[config.mk]
export PLATFORM = sky130hd
export DESIGN_NAME = dll_tx_arbiter_flat
export DESIGN_NICKNAME = d
export VERILOG_FILES = /design/src/rtl/dll_tx_arbiter_pkg.sv /design/src/rtl/dll_tx_arbiter_if.sv /design/src/rtl/dll_tx_arbiter_sel.sv /design/src/rtl/dll_tx_arbiter.sv /design/src/flat_wrapper.sv
export SDC_FILE = /design/constraint.sdc
export NUM_CORES = 1
export LEC_CHECK = 0
export BUFFER_PORTS_ARGS = -buffer_cell sky130_fd_sc_hd__buf_2
export CORE_AREA = 2 2 252 254
export DETAILED_ROUTE_END_ITERATION = 7
export DIE_AREA = 0 0 254 256
export PLACE_DENSITY = 0.46
export SLEW_MARGIN = 20
export SYNTH_ARGS = -nofsm -noshare
export SYNTH_HDL_FRONTEND = slang
export SYNTH_SLANG_ARGS = --single-unit
[constraint.sdc]
create_clock -name sclk -period 2.7 [get_ports sclk]
set_clock_uncertainty 0.15 [all_clocks]
set_input_delay 0.54 -clock sclk [delete_from_list [all_inputs] [get_ports sclk]]
set_output_delay 0.54 -clock sclk [all_outputs]
set_load 0.02 [all_outputs]
[src/rtl/dll_tx_arbiter_pkg.sv]
`default_nettype none
// ============================================================================
//  Module   : dll_pkg
//  Purpose  : Shared types and constants for the DLL transmit arbiter: link
//             state encoding, arbiter FSM states, beat/DLLP widths, one-hot
//             select bit positions and the DLLP-to-beat packing helper.
//  Revision : 1.0  initial release
// ============================================================================
package dll_pkg;

    localparam int DLLP_WIDTH      = 64;
    localparam int PIPE_DATA_WIDTH = 256;

    // Link state as presented by the DLCMSM; encoding 3 is treated as inactive.
    typedef enum logic [1:0] {
        DL_INACTIVE = 2'd0,
        DL_INIT     = 2'd1,
        DL_ACTIVE   = 2'd2
    } dlcm_state_t;

    // IDLE is a packet boundary; TLP_BUSY means a TLP has started and must finish.
    typedef enum logic {
        TXA_IDLE     = 1'b0,
        TXA_TLP_BUSY = 1'b1
    } txa_state_t;

    // Bit positions inside the one-hot select vector.
    localparam int SEL_ACK = 0;
    localparam int SEL_FC  = 1;
    localparam int SEL_TLP = 2;
    localparam int SEL_W   = 3;

    // A DLLP occupies the low bits of the beat; the rest of the beat is zero.
    function automatic logic [PIPE_DATA_WIDTH-1:0] dllp_beat(input logic [DLLP_WIDTH-1:0] dllp);
        return {{(PIPE_DATA_WIDTH-DLLP_WIDTH){1'b0}}, dllp};
    endfunction

endpackage
`default_nettype wire

[src/rtl/dll_tx_arbiter_if.sv]
`default_nettype none
// ============================================================================
//  Module   : dll_tx_arbiter_if
//  Purpose  : Bundles the requester, TLP-stream and PIPE-side signals of the
//             DLL transmit arbiter.
//             slave  : arbiter view (requests/data in, grants/beat out)
//             master : requester/PIPE view (opposite directions)
//  Signals  : dlcm_state_i, pipe_ready_i, ack_req_i/ack_dllp_i/ack_gnt_o,
//             fc_req_i/fc_dllp_i/fc_gnt_o, tlp_valid_i/sop/eop/data/ready_o,
//             dll2pipe_data_o/valid_o/dllp_o
//  Revision : 1.0  initial release
// ============================================================================
interface dll_tx_arbiter_if;
    import dll_pkg::*;

    logic [1:0]                 dlcm_state_i;
    logic                       pipe_ready_i;
    logic                       ack_req_i;
    logic [DLLP_WIDTH-1:0]      ack_dllp_i;
    logic                       ack_gnt_o;
    logic                       fc_req_i;
    logic [DLLP_WIDTH-1:0]      fc_dllp_i;
    logic                       fc_gnt_o;
    logic                       tlp_valid_i;
    logic                       tlp_sop_i;
    logic                       tlp_eop_i;
    logic [PIPE_DATA_WIDTH-1:0] tlp_data_i;
    logic                       tlp_ready_o;
    logic [PIPE_DATA_WIDTH-1:0] dll2pipe_data_o;
    logic                       dll2pipe_valid_o;
    logic                       dll2pipe_dllp_o;

    modport slave (
        input  dlcm_state_i, pipe_ready_i,
        input  ack_req_i, ack_dllp_i, fc_req_i, fc_dllp_i,
        input  tlp_valid_i, tlp_sop_i, tlp_eop_i, tlp_data_i,
        output ack_gnt_o, fc_gnt_o, tlp_ready_o,
        output dll2pipe_data_o, dll2pipe_valid_o, dll2pipe_dllp_o
    );

    modport master (
        output dlcm_state_i, pipe_ready_i,
        output ack_req_i, ack_dllp_i, fc_req_i, fc_dllp_i,
        output tlp_valid_i, tlp_sop_i, tlp_eop_i, tlp_data_i,
        input  ack_gnt_o, fc_gnt_o, tlp_ready_o,
        input  dll2pipe_data_o, dll2pipe_valid_o, dll2pipe_dllp_o
    );

endinterface
`default_nettype wire

[src/rtl/dll_tx_arbiter_sel.sv]
`default_nettype none
// ============================================================================
//  Module   : dll_tx_arb_sel
//  Purpose  : Combinational eligibility/priority picker for the DLL transmit
//             arbiter. Produces a one-hot (or zero) select over
//             {TLP, FC, ACK}; the caller qualifies it with PIPE readiness.
//  Ports    : busy       in  arbiter is inside a TLP
//             dlcm_state in  link state (0 inactive, 1 init, 2 active, 3 inactive)
//             ack_req    in  ACK/NAK DLLP pending
//             fc_req     in  FC DLLP pending
//             tlp_valid  in  TLP beat valid
//             tlp_sop    in  TLP beat is a start of packet
//             burst_full in  DLLP burst limit reached while a TLP waits
//             sel        out one-hot select, bit positions SEL_ACK/FC/TLP
//  Revision : 1.0  initial release
// ============================================================================
module dll_tx_arb_sel
    import dll_pkg::*;
(
    input  logic             busy,
    input  logic [1:0]       dlcm_state,
    input  logic             ack_req,
    input  logic             fc_req,
    input  logic             tlp_valid,
    input  logic             tlp_sop,
    input  logic             burst_full,
    output logic [SEL_W-1:0] sel
);

    logic w_tlp_sop_wait;

    assign w_tlp_sop_wait = tlp_valid & tlp_sop;

    always_comb begin
        sel = '0;
        if (busy) begin
            // Mid-TLP only the stream may continue; sop here is just data.
            sel[SEL_TLP] = tlp_valid;
        end else if (dlcm_state == DL_INIT) begin
            sel[SEL_FC] = fc_req;
        end else if (dlcm_state == DL_ACTIVE) begin
            if (burst_full && w_tlp_sop_wait) begin
                // Starvation override: the waiting TLP jumps the DLLPs.
                sel[SEL_TLP] = 1'b1;
            end else if (ack_req) begin
                sel[SEL_ACK] = 1'b1;
            end else if (fc_req) begin
                sel[SEL_FC] = 1'b1;
            end else if (w_tlp_sop_wait) begin
                sel[SEL_TLP] = 1'b1;
            end
        end
        // Inactive (0 or 3): nothing is eligible.
    end

endmodule
`default_nettype wire

[src/rtl/dll_tx_arbiter.sv]
`default_nettype none
// ============================================================================
//  Module   : dll_tx_arbiter
//  Purpose  : Owns the DLL->PIPE transmit beat. Arbitrates ACK/NAK DLLPs,
//             FC DLLPs and the TLP stream by link state, never splits a TLP,
//             bounds TLP starvation by MAX_DLLP_BURST and registers the
//             chosen beat toward the PIPE (latency 1).
//  Ports    : sclk   in  clock
//             srst_n in  asynchronous active-low reset
//             bus    slave modport of dll_tx_arbiter_if (requests, TLP
//                    stream, grants, registered PIPE beat)
//  Revision : 1.0  initial release
// ============================================================================
module dll_tx_arbiter
    import dll_pkg::*;
#(
    parameter int MAX_DLLP_BURST = 4
)
(
    input  logic              sclk,
    input  logic              srst_n,
    dll_tx_arbiter_if.slave   bus
);

    localparam int               CNT_W   = $clog2(MAX_DLLP_BURST + 1);
    localparam logic [CNT_W-1:0] CNT_MAX = CNT_W'(MAX_DLLP_BURST);

    txa_state_t                 r_state;
    txa_state_t                 w_next_state;
    logic [CNT_W-1:0]           r_dllp_cnt;
    logic [CNT_W-1:0]           w_dllp_cnt_nxt;

    logic [SEL_W-1:0]           w_sel;
    logic                       w_busy;
    logic                       w_active;
    logic                       w_advance;
    logic                       w_ack_gnt;
    logic                       w_fc_gnt;
    logic                       w_tlp_ready;
    logic                       w_tlp_take;
    logic                       w_sop_wait;
    logic [PIPE_DATA_WIDTH-1:0] w_beat;

    logic [PIPE_DATA_WIDTH-1:0] r_data;
    logic                       r_valid;
    logic                       r_dllp;

    assign w_busy     = (r_state == TXA_TLP_BUSY);
    assign w_active   = (bus.dlcm_state_i == DL_ACTIVE);
    assign w_sop_wait = bus.tlp_valid_i & bus.tlp_sop_i;

    // Reset is folded in so grants/ready read as zero while reset is held,
    // even though requests may still be asserted.
    assign w_advance  = bus.pipe_ready_i & srst_n;

    dll_tx_arb_sel u_sel (
        .busy       (w_busy),
        .dlcm_state (bus.dlcm_state_i),
        .ack_req    (bus.ack_req_i),
        .fc_req     (bus.fc_req_i),
        .tlp_valid  (bus.tlp_valid_i),
        .tlp_sop    (bus.tlp_sop_i),
        .burst_full (r_dllp_cnt == CNT_MAX),
        .sel        (w_sel)
    );

    assign w_ack_gnt   = w_advance & w_sel[SEL_ACK];
    assign w_fc_gnt    = w_advance & w_sel[SEL_FC];
    // Inside a TLP the stream is offered the slot whenever the PIPE moves,
    // valid or not; at a boundary only a selected sop beat is accepted.
    assign w_tlp_ready = w_advance & (w_busy | w_sel[SEL_TLP]);
    assign w_tlp_take  = w_tlp_ready & bus.tlp_valid_i;

    assign bus.ack_gnt_o   = w_ack_gnt;
    assign bus.fc_gnt_o    = w_fc_gnt;
    assign bus.tlp_ready_o = w_tlp_ready;

    always_comb begin
        w_beat = '0;
        if (w_ack_gnt) begin
            w_beat = dllp_beat(bus.ack_dllp_i);
        end else if (w_fc_gnt) begin
            w_beat = dllp_beat(bus.fc_dllp_i);
        end else if (w_tlp_take) begin
            w_beat = bus.tlp_data_i;
        end
    end

    // ------------------------------------------------------------------
    // FSM and starvation counter
    // ------------------------------------------------------------------
    always_ff @(posedge sclk or negedge srst_n) begin
        if (!srst_n) begin
            r_state    <= TXA_IDLE;
            r_dllp_cnt <= '0;
        end else begin
            r_state    <= w_next_state;
            r_dllp_cnt <= w_dllp_cnt_nxt;
        end
    end

    always_comb begin
        w_next_state   = r_state;
        w_dllp_cnt_nxt = r_dllp_cnt;
        if (r_state == TXA_IDLE) begin
            if (w_advance) begin
                if (!w_active || !w_sop_wait || w_tlp_take) begin
                    // Nobody is being starved, or the waiting TLP just won.
                    w_dllp_cnt_nxt = '0;
                end else if ((w_ack_gnt || w_fc_gnt) && (r_dllp_cnt != CNT_MAX)) begin
                    w_dllp_cnt_nxt = r_dllp_cnt + CNT_W'(1);
                end
                if (w_tlp_take && !bus.tlp_eop_i) begin
                    w_next_state = TXA_TLP_BUSY;
                end
            end
        end else begin
            if (!w_active) begin
                // Link dropped mid-TLP: return to a boundary at once, even
                // under PIPE stall. Replay is handled upstream.
                w_next_state   = TXA_IDLE;
                w_dllp_cnt_nxt = '0;
            end else if (w_tlp_take && bus.tlp_eop_i) begin
                w_next_state = TXA_IDLE;
            end
        end
    end

    // ------------------------------------------------------------------
    // Output register: loads only when the PIPE advances, holds otherwise
    // ------------------------------------------------------------------
    always_ff @(posedge sclk or negedge srst_n) begin
        if (!srst_n) begin
            r_data  <= '0;
            r_valid <= 1'b0;
            r_dllp  <= 1'b0;
        end else if (bus.pipe_ready_i) begin
            r_data  <= w_beat;
            r_valid <= w_ack_gnt | w_fc_gnt | w_tlp_take;
            r_dllp  <= w_ack_gnt | w_fc_gnt;
        end
    end

    assign bus.dll2pipe_data_o  = r_data;
    assign bus.dll2pipe_valid_o = r_valid;
    assign bus.dll2pipe_dllp_o  = r_dllp;

endmodule
`default_nettype wire

[src/flat_wrapper.sv]
// flat-port wrapper written by rule: the top's interface ports become plain ports
module dll_tx_arbiter_flat import dll_pkg::*;
#(
    parameter int MAX_DLLP_BURST = 4
)
  (sclk, srst_n, bus_dlcm_state_i, bus_pipe_ready_i, bus_ack_req_i, bus_ack_dllp_i, bus_fc_req_i, bus_fc_dllp_i, bus_tlp_valid_i, bus_tlp_sop_i, bus_tlp_eop_i, bus_tlp_data_i, bus_ack_gnt_o, bus_fc_gnt_o, bus_tlp_ready_o, bus_dll2pipe_data_o, bus_dll2pipe_valid_o, bus_dll2pipe_dllp_o);
  dll_tx_arbiter_if bus_i ();
  input  logic sclk;
  input  logic srst_n;
  input wire logic [$bits(bus_i.dlcm_state_i)-1:0] bus_dlcm_state_i;
  input wire logic [$bits(bus_i.pipe_ready_i)-1:0] bus_pipe_ready_i;
  input wire logic [$bits(bus_i.ack_req_i)-1:0] bus_ack_req_i;
  input wire logic [$bits(bus_i.ack_dllp_i)-1:0] bus_ack_dllp_i;
  input wire logic [$bits(bus_i.fc_req_i)-1:0] bus_fc_req_i;
  input wire logic [$bits(bus_i.fc_dllp_i)-1:0] bus_fc_dllp_i;
  input wire logic [$bits(bus_i.tlp_valid_i)-1:0] bus_tlp_valid_i;
  input wire logic [$bits(bus_i.tlp_sop_i)-1:0] bus_tlp_sop_i;
  input wire logic [$bits(bus_i.tlp_eop_i)-1:0] bus_tlp_eop_i;
  input wire logic [$bits(bus_i.tlp_data_i)-1:0] bus_tlp_data_i;
  output wire logic [$bits(bus_i.ack_gnt_o)-1:0] bus_ack_gnt_o;
  output wire logic [$bits(bus_i.fc_gnt_o)-1:0] bus_fc_gnt_o;
  output wire logic [$bits(bus_i.tlp_ready_o)-1:0] bus_tlp_ready_o;
  output wire logic [$bits(bus_i.dll2pipe_data_o)-1:0] bus_dll2pipe_data_o;
  output wire logic [$bits(bus_i.dll2pipe_valid_o)-1:0] bus_dll2pipe_valid_o;
  output wire logic [$bits(bus_i.dll2pipe_dllp_o)-1:0] bus_dll2pipe_dllp_o;
  assign bus_i.dlcm_state_i = bus_dlcm_state_i;
  assign bus_i.pipe_ready_i = bus_pipe_ready_i;
  assign bus_i.ack_req_i = bus_ack_req_i;
  assign bus_i.ack_dllp_i = bus_ack_dllp_i;
  assign bus_i.fc_req_i = bus_fc_req_i;
  assign bus_i.fc_dllp_i = bus_fc_dllp_i;
  assign bus_i.tlp_valid_i = bus_tlp_valid_i;
  assign bus_i.tlp_sop_i = bus_tlp_sop_i;
  assign bus_i.tlp_eop_i = bus_tlp_eop_i;
  assign bus_i.tlp_data_i = bus_tlp_data_i;
  assign bus_ack_gnt_o = bus_i.ack_gnt_o;
  assign bus_fc_gnt_o = bus_i.fc_gnt_o;
  assign bus_tlp_ready_o = bus_i.tlp_ready_o;
  assign bus_dll2pipe_data_o = bus_i.dll2pipe_data_o;
  assign bus_dll2pipe_valid_o = bus_i.dll2pipe_valid_o;
  assign bus_dll2pipe_dllp_o = bus_i.dll2pipe_dllp_o;
  dll_tx_arbiter #(.MAX_DLLP_BURST(MAX_DLLP_BURST)) u_core (.sclk(sclk), .srst_n(srst_n), .bus(bus_i));
endmodule
==> results.json, run 1 <==
{
  "drive_gt1_share_pct": 41.98,
  "cts_num_sinks": 262,
  "peakVddDrop_mv": 0.4566,
  "grt_pass1_wl_mm": 71.02,
  "gp_congestion": 0.8464,
  "critPathKind": "register to output port",
  "dr_total_vias": 11460,
  "crit_path_end_kind": "output port",
  "gr-total-overflow": 0,
  "max_cap_violations": 0,
  "cts_made_buffers": 31,
  "cp_max_fo": 5,
  "multi_input_area_sq_um": 4076,
  "finalSetupViolations": 0,
  "period_share_pct": 95.47,
  "reg2reg_depth": 9,
  "rrSetupSlack_ns": 0.46,
  "critPathRequiredTime_ns": 2.01,
  "hold_viol": 0,
  "drt-total-wl_mm": 47.36,
  "avgViaCountPerCell": 4.354,
  "crit-reg2reg-capture": "u_core.bus.dll2pipe_data_o[84]",
  "dieWidth_um": 254,
  "final_nets": 2153,
  "post-place-ws_ns": 0.2995,
  "grt_usage_pct": 13.72,
  "cp_data_arrival_time_ns": 1.89,
  "ys_ff_latch": 262,
  "die_area_sq_um": 65020,
  "start_util_pct": 18.07,
  "final_cell_mix": "buf_2, dfrtp_1, a22o_1",
  "hold-path-endpoint": "u_core.bus.dll2pipe_data_o[253]",
  "finalCriticalPeriod_ns": 2.578,
  "yosysUniqueCellTypes": 37,
  "startpoint_type": "register",
  "rows": 92,
  "worst_slack_ns": 0.1224,
  "cp_slowest_cell": "dfrtp_1",
  "io_pins": 655,
  "yosys_warnings": 0,
  "max_freq_mhz": 388.0,
  "power.density_nw_per_um2": 545.5,
  "p_leak_uw": 0.009366,
  "die_h_um": 256,
  "crit_start": "u_core.r_dllp_cnt[0]",
  "synth_seq_area_share_pct": 58.16,
  "core_sq_um": 62390,
  "dpl.hpwl_mm": 32.61,
  "synth-edff-count": 0,
  "r2r-start": "u_core.r_dllp_cnt[0]",
  "max_stage_delay_ns": 0.41,
  "seqCellArea_sq_um": 6558,
  "holdCritStartpoint": "bus_tlp_data_i[253]",
  "syn_area_sq_um": 11270,
  "htreeDepth": 1,
  "syn_area_per_cell_sq_um": 11.52,
  "cts-root-buf": "clkbuf_16",
  "cts_tree": "yes",
  "clock_path_buffers": 3,
  "area_delta_synth_final_pct": 63.10,
  "tightestPinTransition_ns": 0.7313,
  "yosys_most_used_dff": "dfrtp_1",
  "io_buffers": 654,
  "drtAntennaViolNets": 0,
  "wl_per_cell_um": 17.99,
  "antenna_found_initial": 9,
  "clk_latency_ns": 0.60,
  "maxSlewHeadroom_pct": 51.25,
  "drc_errors": 0,
  "run_status": "finished clean",
  "final_common_cell": "buf_2",
  "dr.pass1.iters": 4,
  "grt_max_degree": 116,
  "cp_cell_sequence": "inv_2 -> ha_4 -> nand4_4 -> a31oi_4 -> nor2_1 -> buf_2",
  "synth_nets": 1375,
  "holdPathStages": 2,
  "grt_pass1_vias": 12140,
  "drt-initial-drc-count": 690,
  "nFillCells": 6604,
  "hp-class": "input pin to register",
  "tns_ns": 0,
  "async_flop_share_pct": 100.0,
  "whs_ns": 0.04097,
  "clkTransAtPathRegs_ns": 0.06,
  "rsz0062_at_grt": "false",
  "netlist_instances": 979,
  "slew_violations": 0
}
==> flip-flops by register name (all words and copies together) (netlist names) <==
signal                       flops
u_core.bus.dll2pipe_dllp_o       1
u_core.bus.dll2pipe_data_o     256
u_core.bus.dll2pipe_valid_o      1
u_core.r_state                   1
u_core.r_dllp_cnt                3
==> worst max-delay path, delay by kind of cell (launching register included) <==
family	cells	cell delay, ns
flops	1	0.41
buf+inv	2	0.25
compound gates	1	0.24
fa+ha+maj	1	0.16
simple gates	2	0.23
==> synth_stat cells, types with 4 or more instances <==
library cell / n / share of area (%)
nand2b_1: 4 / 0.22
clkbuf_1: 59 / 2.0
o21ai_0: 63 / 2.8
a221o_1: 4 / 0.36
o31a_1: 4 / 0.31
dfrtp_1: 262 / 58
buf_4: 4 / 0.27
o211ai_1: 4 / 0.27
a21oi_1: 5 / 0.22
a22o_1: 192 / 15
nand3_1: 65 / 2.9
inv_1: 63 / 2.1
nor3b_1: 60 / 4.0
a211oi_1: 5 / 0.33
nand2_1: 4 / 0.13
buf_2: 35 / 1.6
nor2b_1: 4 / 0.22
nor2_1: 62 / 2.1
o32a_1: 60 / 5.3
==> metal layers <==
metal	routed length, um	vias to the layer above	GRT usage, %
met3	3774	107	3.763
li1	-	5225	-
met5	34	-	0
met4	2073	6	6.029
met2	23640	506	24.21
met1	17840	5619	15.31
==> stage by stage <==
step | total power, uW | cells | util (%) | instance area (sq um)
3_5_place_dp | 5233 | 2406 | 24.96 | 15570
5_1_grt | 10450 | 2633 | 29.47 | 18390
6_report | 10030 | 2633 | 29.47 | 18390
2_1_floorplan | 4596 | 979 | - | 11270
4_1_cts | 10200 | 2625 | 29.39 | 18340
3_3_place_gp | 5224 | 2406 | 24.96 | 15570
==> worst max-delay path by stage <==
stage,endpoint,slack (ns),cells after the start
after floorplan,bus_tlp_ready_o,0.38,5
after global placement,bus_ack_gnt_o,0.30,6
after detailed placement,bus_ack_gnt_o,0.30,6
after CTS,bus_fc_gnt_o,0.02,6
after global routing,bus_fc_gnt_o,0.02,6
final,bus_fc_gnt_o,0.12,6
==> power breakdown <==
part           total, uW  switching (uW)  internal (uW)  leakage (uW)
sequential          4080            60.3           4020       0.00356
combinational       1270             673            595       0.00524
clock               4680            1790           2880      0.000567
total              10000            2530           7500       0.00937
==> layout make-up <==
type | instances | area share, %
diodes | 5 | 0.06805
clock buffers | 47 | 5.145
clock inverters | 11 | 1.062
inverters | 64 | 1.334
multi-input cells | 555 | 22.17
flip-flops and latches | 262 | 35.67
well taps | 846 | 5.757
repair buffers | 843 | 28.80
==> timing repair <==
action	CTS	global route
pin swaps	3	1
resized for setup	3	4
endpoints found under the setup margin	3	3
setup buffers	1	3
hold buffers	160	0
hold endpoints to repair	185	0
==> cell families after synthesis <==
logic type / share of synthesized area (%)
AOI/OAI and AO/OA: 25.57
adders and majority gates: 0.2219
buffers and inverters: 5.916
DFF: 58.16
and+or+nand+nor: 10.13
No activity file was read; power rests on OpenSTA's default activity.
==> inputs of run 2 (changes only) <==
ABC_AREA = 1   (was not set)
CORE_AREA = 2 2 255 257   (was 2 2 252 254)
DIE_AREA = 0 0 257 259   (was 0 0 254 256)
TNS_END_PERCENT = 1   (was not set)
clock period = 3.01 ns   (was 2.7 ns; I/O delays follow)
==> run 2 against run 1 <==
Core utilization shrank 3.2 points; count of clock-buffer cells in the layout rose by 1; die area up 2.4%; setup slack improved by 0.18 ns; final area is 8.8% lower; register-to-register slack improved by 0.13 ns; non-clock buffer count fell by 162; critical path depth rose by 4; critical endpoint is now bus_ack_gnt_o.
==> results.json, run 2 <==
{
  "run_status": "finished clean",
  "start_util_pct": 18.06,
  "dr.pass1.iters": 5,
  "clkTransAtPathRegs_ns": 0.06,
  "dpl.hpwl_mm": 34.71,
  "critPathRequiredTime_ns": 2.26,
  "drtAntennaViolNets": 0,
  "synth_top_area_cell": "dfrtp_1",
  "yosysUniqueCellTypes": 22,
  "yosysMostFrequentCell": "nand2_1",
  "post-cts-setup-buffers": 0,
  "critPathKind": "register to output port",
  "layout.cells.non_filler": 2817,
  "busiest_layer": "met2",
  "final_cell_mix": "buf_2, nand2_1, nand3_1",
  "htreeDepth": 2,
  "hp-class": "input pin to register",
  "rsz0062_at_grt": "false",
  "drt-total-wl_mm": 48.73,
  "place_inst": 2751,
  "period_share_pct": 89.82,
  "die_area_sq_um": 66560,
  "grt_pass1_vias": 12450,
  "cts-resized-gates": 0,
  "grtUsageMet3_pct": 3.710,
  "grt_pass1_wl_mm": 73.97,
  "synth_seq_area_share_pct": 56.84,
  "cp_cell_sequence": "inv_1 -> ha_1 -> nand2_1 -> inv_1 -> nand2_1 -> nand2_1 -> nor2_4 -> nand2_1 -> inv_1 -> buf_2",
  "avgViaCountPerCell": 4.368,
  "core_sq_um": 63880,
  "cts_tree": "yes",
  "die_h_um": 259,
  "whs_ns": 0.1428,
  "clock_path_buffers": 3,
  "rrSetupSlack_ns": 0.59,
  "clk_latency_ns": 0.52,
  "placed_cell_area_sq_um": 15650,
  "cp_common_cell": "nand2_1",
  "startpoint_type": "register",
  "final_nets": 2329,
  "crit-reg2reg-capture": "u_core.bus.dll2pipe_data_o[50]",
  "grt_max_degree": 171,
  "met1_usage_pct": 16.72,
  "wl_per_cell_um": 17.30,
  "power_uw": 9735,
  "gp_congestion": 0.9554,
  "maxSlewHeadroom_pct": 23.51,
  "tns_ns": 0,
  "cp_data_arrival_time_ns": 1.95,
  "drt-initial-drc-count": 984,
  "cp-endpoint": "bus_ack_gnt_o",
  "synthTopCellsByCount": "nand2_1, nand3_1, dfrtp_1",
  "yosys_warnings": 0,
  "cts_hold_buffers": 1,
  "max_freq_mhz": 369.9,
  "crit_path_end_kind": "output port",
  "rows": 93,
  "antenna_found_initial": 10,
  "synth-edff-count": 0,
  "r2r-start": "u_core.r_dllp_cnt[0]",
  "netlist_instances": 1336,
  "synth_area_leaders": "dfrtp_1, nand2_1, nand3_1",
  "grt_usage_pct": 14.06,
  "syn_area_sq_um": 11530,
  "final_common_cell": "buf_2",
  "largest_reg_flops": 256,
  "finalSetupViolations": 0,
  "cts_made_buffers": 34,
  "dieWidth_um": 257,
  "io_pins": 655,
  "drive_gt1_share_pct": 37.97,
  "synth_nets": 1732,
  "dr_total_vias": 12300,
  "cts_num_sinks": 262,
  "tightestPinTransition_ns": 1.147,
  "crit_start": "u_core.r_dllp_cnt[0]",
  "yosysTopAreaCellShare_pct": 56.84,
  "drc_errors": 0,
  "gr-total-overflow": 0,
  "cp_slowest_cell": "dfrtp_1",
  "peakVddDrop_mv": 0.3378,
  "yosys_most_used_dff": "dfrtp_1",
  "max_cap_violations": 0,
  "io_buffers": 654,
  "met2_usage_pct": 23.57,
  "holdCritStartpoint": "bus_tlp_data_i[66]",
  "slew_violations": 0,
  "ys_ff_latch": 262,
  "reg2reg_depth": 10,
  "max_stage_delay_ns": 0.38,
  "postLayoutCellArea_sq_um": 16770,
  "p_leak_uw": 0.009547,
  "area_delta_synth_final_pct": 45.38,
  "power.density_nw_per_um2": 580.5,
  "cts-root-buf": "clkbuf_16",
  "finalCriticalPeriod_ns": 2.704,
  "cp_max_fo": 3,
  "hold_viol": 0,
  "syn_area_per_cell_sq_um": 8.634,
  "async_flop_share_pct": 100.0
}
run 2: cell count changes after synthesis, sizes merged, moves of 50 or more:
cell,change
nand2,+467
nand3,+258
a22o,-192
nand4,+129
o21ai,-61
nor3b,-60
o32a,-60
nor2,-57
inv,-50
run 2: where the power goes:
part | total (uW) | internal (uW) | leakage, uW | switching, uW
Combinational | 1810 | 575 | 0.00539 | 1230
Clock | 4030 | 2450 | 0.000532 | 1580
Sequential | 3900 | 3760 | 0.00363 | 138
run 2: critical path, delay by kind of cell, from the launching register on:
family,cells,cell delay [ns]
and+or+nand+nor,5,0.50
DFF,1,0.38
buffers and inverters,4,0.37
adders and majority gates,1,0.19
run 2: metrics by stage:
step,util [%],worst slack [ns]
floorplan,-,0.7721
global placement,24.49,0.4354
finish,26.25,0.3063
detailed placement,24.49,0.4124
CTS,26.22,0.2274
global route,26.25,0.09529
run 2: final cells by class:
| class | count | area (sq um) |
|---|---|---|
| Inverter | 15 | 66.31 |
| Timing Repair Buffer | 681 | 3635 |
| Fill cell | 7024 | 47110 |
| Tap cell | 855 | 1070 |
| Clock buffer | 48 | 984.7 |
| Clock inverter | 9 | 107.6 |
| Sequential cell | 262 | 6556 |
| Antenna cell | 8 | 20.02 |
| Multi-Input combinational cell | 939 | 4330 |
run 2: worst min-delay path by stage:
stage	end	cells after the start
2_1_floorplan	u_core.bus.dll2pipe_data_o[0]	0
3_3_place_gp	u_core.bus.dll2pipe_data_o[163]	2
3_5_place_dp	u_core.bus.dll2pipe_data_o[234]	2
4_1_cts	u_core.bus.dll2pipe_data_o[225]	3
5_1_grt	u_core.bus.dll2pipe_data_o[225]	3
6_report	u_core.bus.dll2pipe_data_o[66]	3
run 2: logic make-up (layout without fill, tap and decap cells):
group,Yosys count,count (layout),synth area share [%]
buf+inv,135,753,5.836
other cells,0,8,0
simple gates,932,932,36.83
flops,262,262,56.84
compound gates,4,4,0.2062
xor+xnor,1,1,0.07594
fa+ha+maj,2,2,0.2169
run 2: layer usage:
| layer | up-vias | part of all wire [%] |
|---|---|---|
| met5 | - | 0.045 |
| met4 | 4 | 4.5 |
| met3 | 113 | 8.2 |
| met2 | 622 | 48 |
| met1 | 5836 | 39 |
| li1 | 5729 | - |
